`config.mk`:
```
export PLATFORM = sky130hd
export DESIGN_NAME = microcode_sequencer_flat
export DESIGN_NICKNAME = d
export VERILOG_FILES = /design/src/rtl/microcode_sequencer_if.sv /design/src/rtl/microcode_sequencer.sv /design/src/flat_wrapper.sv
export SDC_FILE = /design/constraint.sdc
export NUM_CORES = 1
export LEC_CHECK = 0
export ABC_AREA = 1
export CAP_MARGIN = 10
export CORE_MARGIN = 8
export CORE_UTILIZATION = 36
export CTS_CLUSTER_SIZE = 30
export DETAILED_ROUTE_END_ITERATION = 6
export PLACE_DENSITY = 0.84
export REMOVE_ABC_BUFFERS = 1
export SYNTH_ARGS = -nofsm -noshare
export SYNTH_HDL_FRONTEND = slang
export SYNTH_SLANG_ARGS = --single-unit
```
`constraint.sdc`:
```
create_clock -name clk -period 1.5 [get_ports clk]
set_clock_uncertainty 0.2 [all_clocks]
set_input_delay 0.225 -clock clk [delete_from_list [all_inputs] [get_ports clk]]
set_output_delay 0.225 -clock clk [all_outputs]
set_load 0.03 [all_outputs]
```
`src/rtl/microcode_sequencer_if.sv`:
```
// microcode_sequencer_if
//   Control-unit bus between the microcode sequencer and its surroundings.
//   master : drives step_en/opcode/flags, observes the control word and state
//   slave  : the sequencer itself
//   step_en     advance enable (low stalls)
//   opcode      IR opcode, valid from T2
//   carry_flag  ALU CF
//   zero_flag   ALU ZF
//   control_out 15-bit datapath control word
//   step        current micro-step 0..5
//   halted      sticky HLT indication
interface microcode_sequencer_if;
   logic        step_en;
   logic [3:0]  opcode;
   logic        carry_flag;
   logic        zero_flag;
   logic [14:0] control_out;
   logic [2:0]  step;
   logic        halted;

   modport master (output step_en, opcode, carry_flag, zero_flag,
                   input  control_out, step, halted);
   modport slave  (input  step_en, opcode, carry_flag, zero_flag,
                   output control_out, step, halted);
endinterface

```
`src/rtl/microcode_sequencer.sv`:
```
// microcode_sequencer
//   Control unit for the 8-bit SAP-style CPU. Holds the micro-step counter
//   and decodes {opcode, step, flags} into the datapath control word.
//   clk    rising-edge clock
//   rst_n  synchronous active-low reset
//   bus    slave side of microcode_sequencer_if (step_en, opcode, flags in;
//          control_out, step, halted out)
//   Control word: [14]Cp [13]Ep [12]Lp [11]nLma [10]nLmd [9]nCE [8]nLr
//                 [7]nLi [6]nEi [5]nLa [4]Ea [3]sub [2]Eu [1]nLb [0]nLo
module microcode_sequencer #(
   parameter bit          EARLY_END = 1'b1,
   parameter logic [14:0] IDLE_WORD = 15'h0FE3
) (
   input logic                   clk,
   input logic                   rst_n,
   microcode_sequencer_if.slave  bus
);
   typedef enum logic [2:0] {T0, T1, T2, T3, T4, T5} step_t;

   localparam int CP = 14, EP = 13, LP = 12, NLMA = 11, NLMD = 10, NCE = 9,
                  NLR = 8, NLI = 7, NEI = 6, NLA = 5, EA = 4, SUB = 3,
                  EU = 2, NLB = 1, NLO = 0;

   localparam logic [3:0] OP_LDA = 4'h1, OP_ADD = 4'h2, OP_SUB = 4'h3,
                          OP_STA = 4'h4, OP_LDI = 4'h5, OP_JMP = 4'h6,
                          OP_JC  = 4'h7, OP_JZ  = 4'h8, OP_OUT = 4'hE,
                          OP_HLT = 4'hF;

   step_t       r_step;
   logic        r_halted;
   step_t       w_last;
   logic [14:0] w_word;

   // Last step that does useful work for the current opcode.
   always_comb begin
      w_last = T1;
      case (bus.opcode)
         OP_LDA:                                 w_last = T3;
         OP_ADD, OP_SUB, OP_STA:                 w_last = T4;
         OP_LDI, OP_JMP, OP_JC, OP_JZ, OP_OUT,
         OP_HLT:                                 w_last = T2;
         default:                                w_last = T1;
      endcase
   end

   // Control word decode. Flags only matter in T2, since jumps are only
   // decoded there.
   always_comb begin
      w_word = IDLE_WORD;
      if (rst_n && !r_halted && bus.step_en) begin
         case (r_step)
            T0: begin
               w_word[EP] = 1'b1; w_word[NLMA] = 1'b0;
            end
            T1: begin
               w_word[CP] = 1'b1; w_word[NCE] = 1'b0; w_word[NLI] = 1'b0;
            end
            T2: begin
               case (bus.opcode)
                  OP_LDA, OP_ADD, OP_SUB, OP_STA: begin
                     w_word[NEI] = 1'b0; w_word[NLMA] = 1'b0;
                  end
                  OP_LDI: begin
                     w_word[NEI] = 1'b0; w_word[NLA] = 1'b0;
                  end
                  OP_JMP, OP_JC, OP_JZ: begin
                     if (bus.opcode == OP_JMP ||
                         (bus.opcode == OP_JC && bus.carry_flag) ||
                         (bus.opcode == OP_JZ && bus.zero_flag)) begin
                        w_word[NEI] = 1'b0; w_word[LP] = 1'b1;
                     end
                  end
                  OP_OUT: begin
                     w_word[EA] = 1'b1; w_word[NLO] = 1'b0;
                  end
                  default: ;
               endcase
            end
            T3: begin
               case (bus.opcode)
                  OP_LDA: begin
                     w_word[NCE] = 1'b0; w_word[NLA] = 1'b0;
                  end
                  OP_ADD, OP_SUB: begin
                     w_word[NCE] = 1'b0; w_word[NLB] = 1'b0;
                  end
                  OP_STA: begin
                     w_word[EA] = 1'b1; w_word[NLMD] = 1'b0;
                  end
                  default: ;
               endcase
            end
            T4: begin
               case (bus.opcode)
                  OP_ADD, OP_SUB: begin
                     w_word[EU]  = 1'b1; w_word[NLA] = 1'b0;
                     w_word[SUB] = (bus.opcode == OP_SUB);
                  end
                  OP_STA: w_word[NLR] = 1'b0;
                  default: ;
               endcase
            end
            default: ;
         endcase
      end
   end

   // Step counter and sticky halt. HLT freezes step at T2 rather than
   // wrapping, so the halted state remains visible on step.
   always_ff @(posedge clk) begin
      if (!rst_n) begin
         r_step   <= T0;
         r_halted <= 1'b0;
      end else if (bus.step_en && !r_halted) begin
         if (r_step == T2 && bus.opcode == OP_HLT)
            r_halted <= 1'b1;
         else if ((EARLY_END && r_step == w_last) || r_step == T5)
            r_step <= T0;
         else
            r_step <= step_t'(r_step + 3'd1);
      end
   end

   assign bus.control_out = w_word;
   assign bus.step        = r_step;
   assign bus.halted      = r_halted;
endmodule
```
`src/flat_wrapper.sv`:
```
// flat-port wrapper written by rule: the top's interface ports become plain ports
module microcode_sequencer_flat 
#(
   parameter bit          EARLY_END = 1'b1,
   parameter logic [14:0] IDLE_WORD = 15'h0FE3
)
  (clk, rst_n, bus_step_en, bus_opcode, bus_carry_flag, bus_zero_flag, bus_control_out, bus_step, bus_halted);
  microcode_sequencer_if bus_i ();
  input logic clk;
  input logic rst_n;
  input wire logic [$bits(bus_i.step_en)-1:0] bus_step_en;
  input wire logic [$bits(bus_i.opcode)-1:0] bus_opcode;
  input wire logic [$bits(bus_i.carry_flag)-1:0] bus_carry_flag;
  input wire logic [$bits(bus_i.zero_flag)-1:0] bus_zero_flag;
  output wire logic [$bits(bus_i.control_out)-1:0] bus_control_out;
  output wire logic [$bits(bus_i.step)-1:0] bus_step;
  output wire logic [$bits(bus_i.halted)-1:0] bus_halted;
  assign bus_i.step_en = bus_step_en;
  assign bus_i.opcode = bus_opcode;
  assign bus_i.carry_flag = bus_carry_flag;
  assign bus_i.zero_flag = bus_zero_flag;
  assign bus_control_out = bus_i.control_out;
  assign bus_step = bus_i.step;
  assign bus_halted = bus_i.halted;
  microcode_sequencer #(.EARLY_END(EARLY_END), .IDLE_WORD(IDLE_WORD)) u_core (.clk(clk), .rst_n(rst_n), .bus(bus_i));
endmodule
```
==> reports/metrics.cfg, run 1 <==
[final_layout]
antenna_cells_inserted=0
area_growth_pct=137.8
final_common_cell=buf_4
final_cell_mix=45 x buf_4, 21 x nand2_1, 15 x buf_6
drive_gt1_share_pct=64.41
design_area_um2=1386
finish.net_count=193
utilization_pct=92.03

[logic_synthesis]
synth_flop_cell=dfxtp_1
post_synth.cell_area_avg_um2=5.553
yosys.area_share.simple_pct=45.06
yosys.area_share.adder_pct=10.73
synth_top_area_cell=nand2_1
synth-edff-count=0
synthCells=105
seq_area_frac_synth_pct=13.73
synth-compound-area-share_pct=17.60
ys_types=20
synth_area_um2=583.1
synth-xor-area-share_pct=0
synth_async_sr_flop_share_pct=0
yosys.area.top_type_share_pct=16.74
ys_warn_count=0
synth_top_family_by_area=simple AND/OR/NAND/NOR gates
synthTopCellsByArea=nand2_1 17%, dfxtp_1 14%, inv_1 11%
synth.area.mux_share_pct=0
synth_seq_cells=4

[setup_path]
cpPeakStageDelay_ns=0.36
critPathBufInv=3
slowest_stage=dfxtp_4
r2r_cells=10
crit_type=reg2out
start_kind=flop
worst_ep_arrival_time_ns=1.62
critical-path-top-delay-family=buffers and inverters
r2r-end=u_core.bus.step[0]$_SDFFE_PN0P_
r2r-start=u_core.bus.step[1]$_SDFFE_PN0P_
critPathMostFrequentCell=buf_6
reg2reg_slack_ns=-0.12
crit_required_ns=1.07
crit_path_end_kind=output pin
crit_chain=buf_6 -> ha_4 -> nand2_4 -> buf_6 -> nor2_4 -> and2_4 -> a41oi_2 -> buf_6
critPathMaxFanout=4

[route]
dr.pass1.iters=4
drt_iter0_markers=48
num_vias=1104
met1_length_mm=1.504
routed_via_density=5.720
antenna_left=0
wirelength_mm=3.823
top_layer=met4
drc=0
wl_met2_mm=1.941
met3_length_um=219
routedWlPerCell_um=19.81

[clock_network]
cts_tree=done
clock_latency_ns=0.25
cts.sinks=4
cts_max_path_buffers=2
htree_levels=1
cts_made_buffers=3
cts_hold_buf=0
root_buffer=clkbuf_4
clk_pin_slew_ns=0.05

[global_routing]
antenna_found_initial=0
grt_pass1_wl_mm=5.050
grt_util_all_layers_pct=19.21
grt_max_degree=8
grt_overflow=0
grt_pass1_vias=1121

[timing]
setup_viol=19
min_period_over_period_pct=136.3
hold_viol=0
maxSlewViolCount=0
rsz0062_at_grt=yes
tightest_slew_ns=0.2623
fmax_ghz=0.4892
setup_slack_ns=-0.5442
relSlewSlack_pct=82.39
final.min_clock_period_ns=2.044

[run_status]
status=complete, but fails checks
violations=setup timing

[power_and_ir_drop]
vdd_drop_max_mv=0.5150
power_mw=0.7095
leakage_nw=0.6878
power_density_nw_per_um2=511.8

[floorplan]
initial_utilization_pct=38.70
core_area_um2=1506
die_w_um=56.25
die_h_um=56.25
io_pins=28
dieArea_um2=3164
rows=14

[place]
placed_area_um2=1079
place_hpwl_mm=1.998
port_buffers=27
gp_congestion=0.9219

[hold_path]
holdPathEnd=u_core.bus.halted$_SDFFE_PN0P_
hold_class=in2reg
hold_start=bus_step_en
min_path_cells=4

[run]
cap_violations=0

[layer usage]
| metal | vias to the layer above | track usage, % |
|---|---|---|
| met2 | 67 | 34.87 |
| met5 | - | 0 |
| met4 | 0 | 11.68 |
| met3 | 17 | 2.283 |
| li1 | 485 | - |
| met1 | 535 | 20.23 |
[where the power goes]
| part | switching (mW) | internal (mW) |
|---|---|---|
| registers | 0.0107 | 0.115 |
| logic | 0.237 | 0.186 |
| clock network | 0.0694 | 0.0913 |
| total | 0.317 | 0.392 |
[flip-flops by register name, summed over array words and instances (netlist names)]
signal,flops
u_core.bus.step,3
u_core.bus.halted,1
[synthesized netlist by cell type (all sizes together) (2+ instances only)]
| library cell | count |
|---|---|
| ha | 5 |
| inv | 20 |
| nor2 | 13 |
| dfxtp | 4 |
| nand2 | 28 |
| o21ai | 9 |
| nand3 | 13 |
| nor3 | 2 |
| a21oi | 5 |
[worst register-to-register path: stages, from the launching register on]
cell     delay (ns)
dfxtp_4        0.37
buf_6          0.11
ha_4           0.15
nand2_4        0.06
inv_2          0.07
buf_6          0.11
nand3_4        0.09
nand2_4        0.11
buf_4          0.11
nand2_1        0.06
a21oi_2        0.12
[stage by stage]
step           hold WS (ns)  cells  TNS, ns  worst slack [ns]
2_1_floorplan        0.1425    105   -7.925            -1.116
3_3_place_gp         0.3495    180   -9.782           -0.7681
3_5_place_dp         0.3858    180   -10.34           -0.7689
4_1_cts              0.2681    188   -5.640           -0.4719
5_1_grt              0.3680    193   -7.223           -0.5750
6_report             0.3377    193   -6.664           -0.5442
[cells by family (layout without fill, tap and decap cells)]
| kind of cell | after synthesis | count (layout) |
|---|---|---|
| AOI/OAI and AO/OA | 17 | 17 |
| buffers and inverters | 20 | 92 |
| DFF | 4 | 4 |
| and+or+nand+nor | 59 | 59 |
| adders and majority gates | 5 | 5 |
[worst max-delay path by stage]
stage	startpoint	depth (start not counted)	end
floorplan	u_core.bus.step[1]$_SDFFE_PN0P_	7	bus_control_out[9]
global placement	bus_step_en	7	bus_control_out[10]
detailed placement	bus_opcode[2]	7	bus_control_out[8]
CTS	u_core.bus.step[1]$_SDFFE_PN0P_	8	bus_control_out[6]
global route	u_core.bus.step[1]$_SDFFE_PN0P_	8	bus_control_out[6]
finish	u_core.bus.step[1]$_SDFFE_PN0P_	8	bus_control_out[6]
[layout make-up]
type / count / area, um2
Sequential cell: 4 / 88.84
Timing Repair Buffer: 69 / 578.1
Fill cell: 58 / 120.1
Inverter: 20 / 80.08
Multi-Input combinational cell: 81 / 596.8
Tap cell: 16 / 20.02
Clock buffer: 3 / 22.52
[timing repair]
action | 4_1_cts | 5_1_grt
gates resized for setup | 82 | 33
setup endpoints to repair | 19 | 19
pin swaps | 11 | 10
setup buffers | 5 | 5
No activity file was read; power rests on OpenSTA's default activity.
==> run 2, diff against run 1 <==
--- a/config.mk
+++ b/config.mk
@@ -7,12 +7,13 @@
 export LEC_CHECK = 0
 export ABC_AREA = 1
 export CAP_MARGIN = 10
-export CORE_MARGIN = 8
-export CORE_UTILIZATION = 36
+export CORE_MARGIN = 2
+export CORE_UTILIZATION = 39
 export CTS_CLUSTER_SIZE = 30
 export DETAILED_ROUTE_END_ITERATION = 6
-export PLACE_DENSITY = 0.84
+export PLACE_DENSITY = 0.86
 export REMOVE_ABC_BUFFERS = 1
+export SKIP_LAST_GASP = 1
 export SYNTH_ARGS = -nofsm -noshare
 export SYNTH_HDL_FRONTEND = slang
 export SYNTH_SLANG_ARGS = --single-unit
==> constraint.sdc (replaced) <==
create_clock -name clk -period 2.1 [get_ports clk]
set_clock_uncertainty 0.2 [all_clocks]
set_input_delay 0.315 -clock clk [delete_from_list [all_inputs] [get_ports clk]]
set_output_delay 0.315 -clock clk [all_outputs]
set_load 0.03 [all_outputs]
==> run 2 against run 1 <==
Against the previous run:
- routed wire length fell by 43%
- first-iteration DRC count decreased by 77%
- flip-flop and latch count unchanged
- largest power group unchanged
- highest routed layer unchanged
- global-route usage is 5.4 points higher
- the run now ends clean
- power shrank 42%
- setup slack improved by 0.59 ns
- core utilization is 8.3 points lower
==> reports/metrics.cfg, run 2 (same netlist as run 1, synthesis figures left out) <==
[timing]
setup_slack_ns=0.04962  ; +0.5938 ns
min_period_over_period_pct=97.64
fin_hold_ws_ns=0.2964  ; -0.04123 ns
relSlewSlack_pct=75.16  ; -7.2 points
maxSlewViolCount=0  ; unchanged
fmax_ghz=0.4877
setup_tns_ns=0  ; +6.664 ns
hold_viol=0  ; unchanged
final.min_clock_period_ns=2.050
setup_viol=0  ; -19
tightest_slew_ns=0.3686  ; +0.1063 ns
rsz0062_at_grt=yes

[clock_network]
cts_hold_buf=0  ; unchanged
cts_tree=done
cts.sinks=4  ; unchanged
htree_levels=1  ; unchanged
root_buffer=clkbuf_4
cts_max_path_buffers=2  ; unchanged
clock_latency_ns=0.24  ; about the same
clk_pin_slew_ns=0.04  ; about the same
cts_made_buffers=3  ; unchanged

[final_layout]
final_common_cell=buf_4
finish.net_count=177  ; -8.3%
fill_cells=100  ; +72%
utilization_pct=83.69  ; -8.3 points
area_growth_pct=93.78
antenna_cells_inserted=0  ; unchanged
final_cell_mix=33 x buf_4, 24 x nand2_1, 15 x inv_1
largest_reg_flops=3  ; unchanged
drive_gt1_share_pct=44.10  ; -20 points
register_area_um2=87.58  ; -1.4%
multi_input_area_um2=500.5  ; -16%

[route]
dr.pass1.iters=6  ; +2
drc=0  ; unchanged
routedWlPerCell_um=12.46  ; -37%
drt_iter0_markers=11  ; -77%
num_vias=897  ; -19%
antenna_left=0  ; unchanged
wirelength_mm=2.193  ; -43%
routed_via_density=5.097  ; -11%

[global_routing]
grt_pass1_wl_mm=3.477  ; -31%
grt_pass1_vias=871  ; -22%
met1_usage_pct=27.69  ; +7.5 points
grt_util_all_layers_pct=24.63  ; +5.4 points
grt_overflow=0  ; unchanged
use_met3_pct=1.702  ; -0.58 points
grtUsageMet2_pct=43.64  ; +8.8 points
antenna_found_initial=0  ; unchanged
grt_max_degree=8  ; unchanged
grt-busiest-layer=met2

[setup_path]
critPathMaxFanout=4  ; unchanged
critical-path-top-delay-family=buffers and inverters
critPathBufInv=4  ; +1
worst_ep_arrival_time_ns=1.54  ; -0.08 ns
crit_chain=dlygate4sd2_1 -> inv_1 -> nor2_1 -> buf_4 -> nand3_1 -> a21oi_2 -> o2111ai_2 -> buf_6
crit_type=in2out
r2r-start=u_core.bus.step[0]$_SDFFE_PN0P_
crit_required_ns=1.58  ; +0.51 ns
cpPeakStageDelay_ns=0.28  ; -0.08 ns
r2r-end=u_core.bus.step[1]$_SDFFE_PN0P_
reg2reg_slack_ns=0.49  ; +0.61 ns
start_kind=primary input
crit_path_end_kind=output pin
slowest_stage=dlygate4sd2_1
r2r_cells=9  ; -1

[hold_path]
min_path_cells=1  ; -3
holdPathEnd=u_core.bus.halted$_SDFFE_PN0P_
hold_start=u_core.bus.halted$_SDFFE_PN0P_
hold_class=reg2reg

[power_and_ir_drop]
power_mw=0.4108  ; -42%
vdd_drop_max_mv=0.4149  ; -19%
p_seq_share_pct=21.3  ; +3.6 points
leakage_nw=0.5724  ; -17%
combinationalPowerShare_pct=55.2  ; -4.5 points
internal-power_mw=0.2469  ; -37%
clockPowerShare_pct=23.5  ; +0.9 points
swShare_pct=39.90  ; -4.8 points
power_switching_mw=0.1639  ; -48%
power_density_nw_per_um2=363.6  ; -29%

[run]
cap_violations=0  ; unchanged

[place]
place_hpwl_mm=1.656  ; -17%
port_buffers=27  ; unchanged
post-place-ws_ns=-0.3616  ; +0.4072 ns
gp_congestion=0.8717  ; -5.4%

[floorplan]
initial_utilization_pct=43.19  ; +4.5 points
dieArea_um2=1820  ; -42%
die_w_um=42.67  ; -24%
io_pins=28  ; unchanged
core_area_um2=1350  ; -10%
die_h_um=42.67  ; -24%
rows=13  ; -1

[run_status]
status=complete, no violations

run 2: cell count changes in the layout (fill, tap and decap cells not counted), sizes merged:
cell,delta
buf,-22
clkdlybuf4s50,+5
dlygate4sd2,+2
clkbuf,-1
run 2: layout make-up:
cell class | count | area share [%]
Sequential cell | 4 | 7.752
Clock buffer | 3 | 1.993
Tap cell | 15 | 1.661
Inverter | 20 | 6.645
Multi-Input combinational cell | 81 | 44.30
Timing Repair Buffer | 53 | 37.65
run 2: layer usage:
metal | share of wire (%) | vias up
li1 | - | 455
met1 | 39 | 391
met2 | 52 | 42
met3 | 6.1 | 9
met4 | 3.2 | 0
met5 | 0 | -
run 2: worst max path at each step:
stage | from | to | cells past startpoint
5_1_grt | u_core.bus.step[0]$_SDFFE_PN0P_ | bus_control_out[9] | 9
6_report | bus_opcode[2] | bus_control_out[5] | 8
3_3_place_gp | bus_step_en | bus_control_out[0] | 7
4_1_cts | u_core.bus.step[1]$_SDFFE_PN0P_ | bus_control_out[5] | 8
3_5_place_dp | bus_opcode[2] | bus_control_out[8] | 7
2_1_floorplan | u_core.bus.step[1]$_SDFFE_PN0P_ | bus_control_out[9] | 7
run 2: timing repair:
| action | 4_1_cts | 5_1_grt |
|---|---|---|
| endpoints found under the setup margin | 11 | 7 |
| buffers inserted | 1 | 1 |
| gates cloned | 0 | 0 |
| pin swaps | 4 | 4 |
| gates resized for setup | 28 | 26 |
run 2: worst reg2reg max path: cells and delay by family (launching register included):
family	cells	cell delay (ns)
AOI/OAI and AO/OA	2	0.23
DFF	1	0.34
adders and majority gates	1	0.15
and+or+nand+nor	3	0.29
buffers and inverters	3	0.27
run 2: metrics by stage:
step | cell area [um2] | instances
finish | 1130 | 176
global route | 1130 | 176
CTS | 1070 | 176
detailed placement | 1035 | 172
global placement | 1035 | 172
floorplan | 583.1 | 105
run 2: power by group through the flow:
| stage | registers, mW | clock network (mW) | logic (mW) |
|---|---|---|---|
| floorplan | 0.101 | 0 | 0.0923 |
| global placement | 0.0874 | 0 | 0.199 |
| detailed placement | 0.0877 | 0 | 0.205 |
| CTS | 0.0875 | 0.101 | 0.208 |
| global route | 0.0894 | 0.106 | 0.246 |
| finish | 0.0876 | 0.0964 | 0.227 |
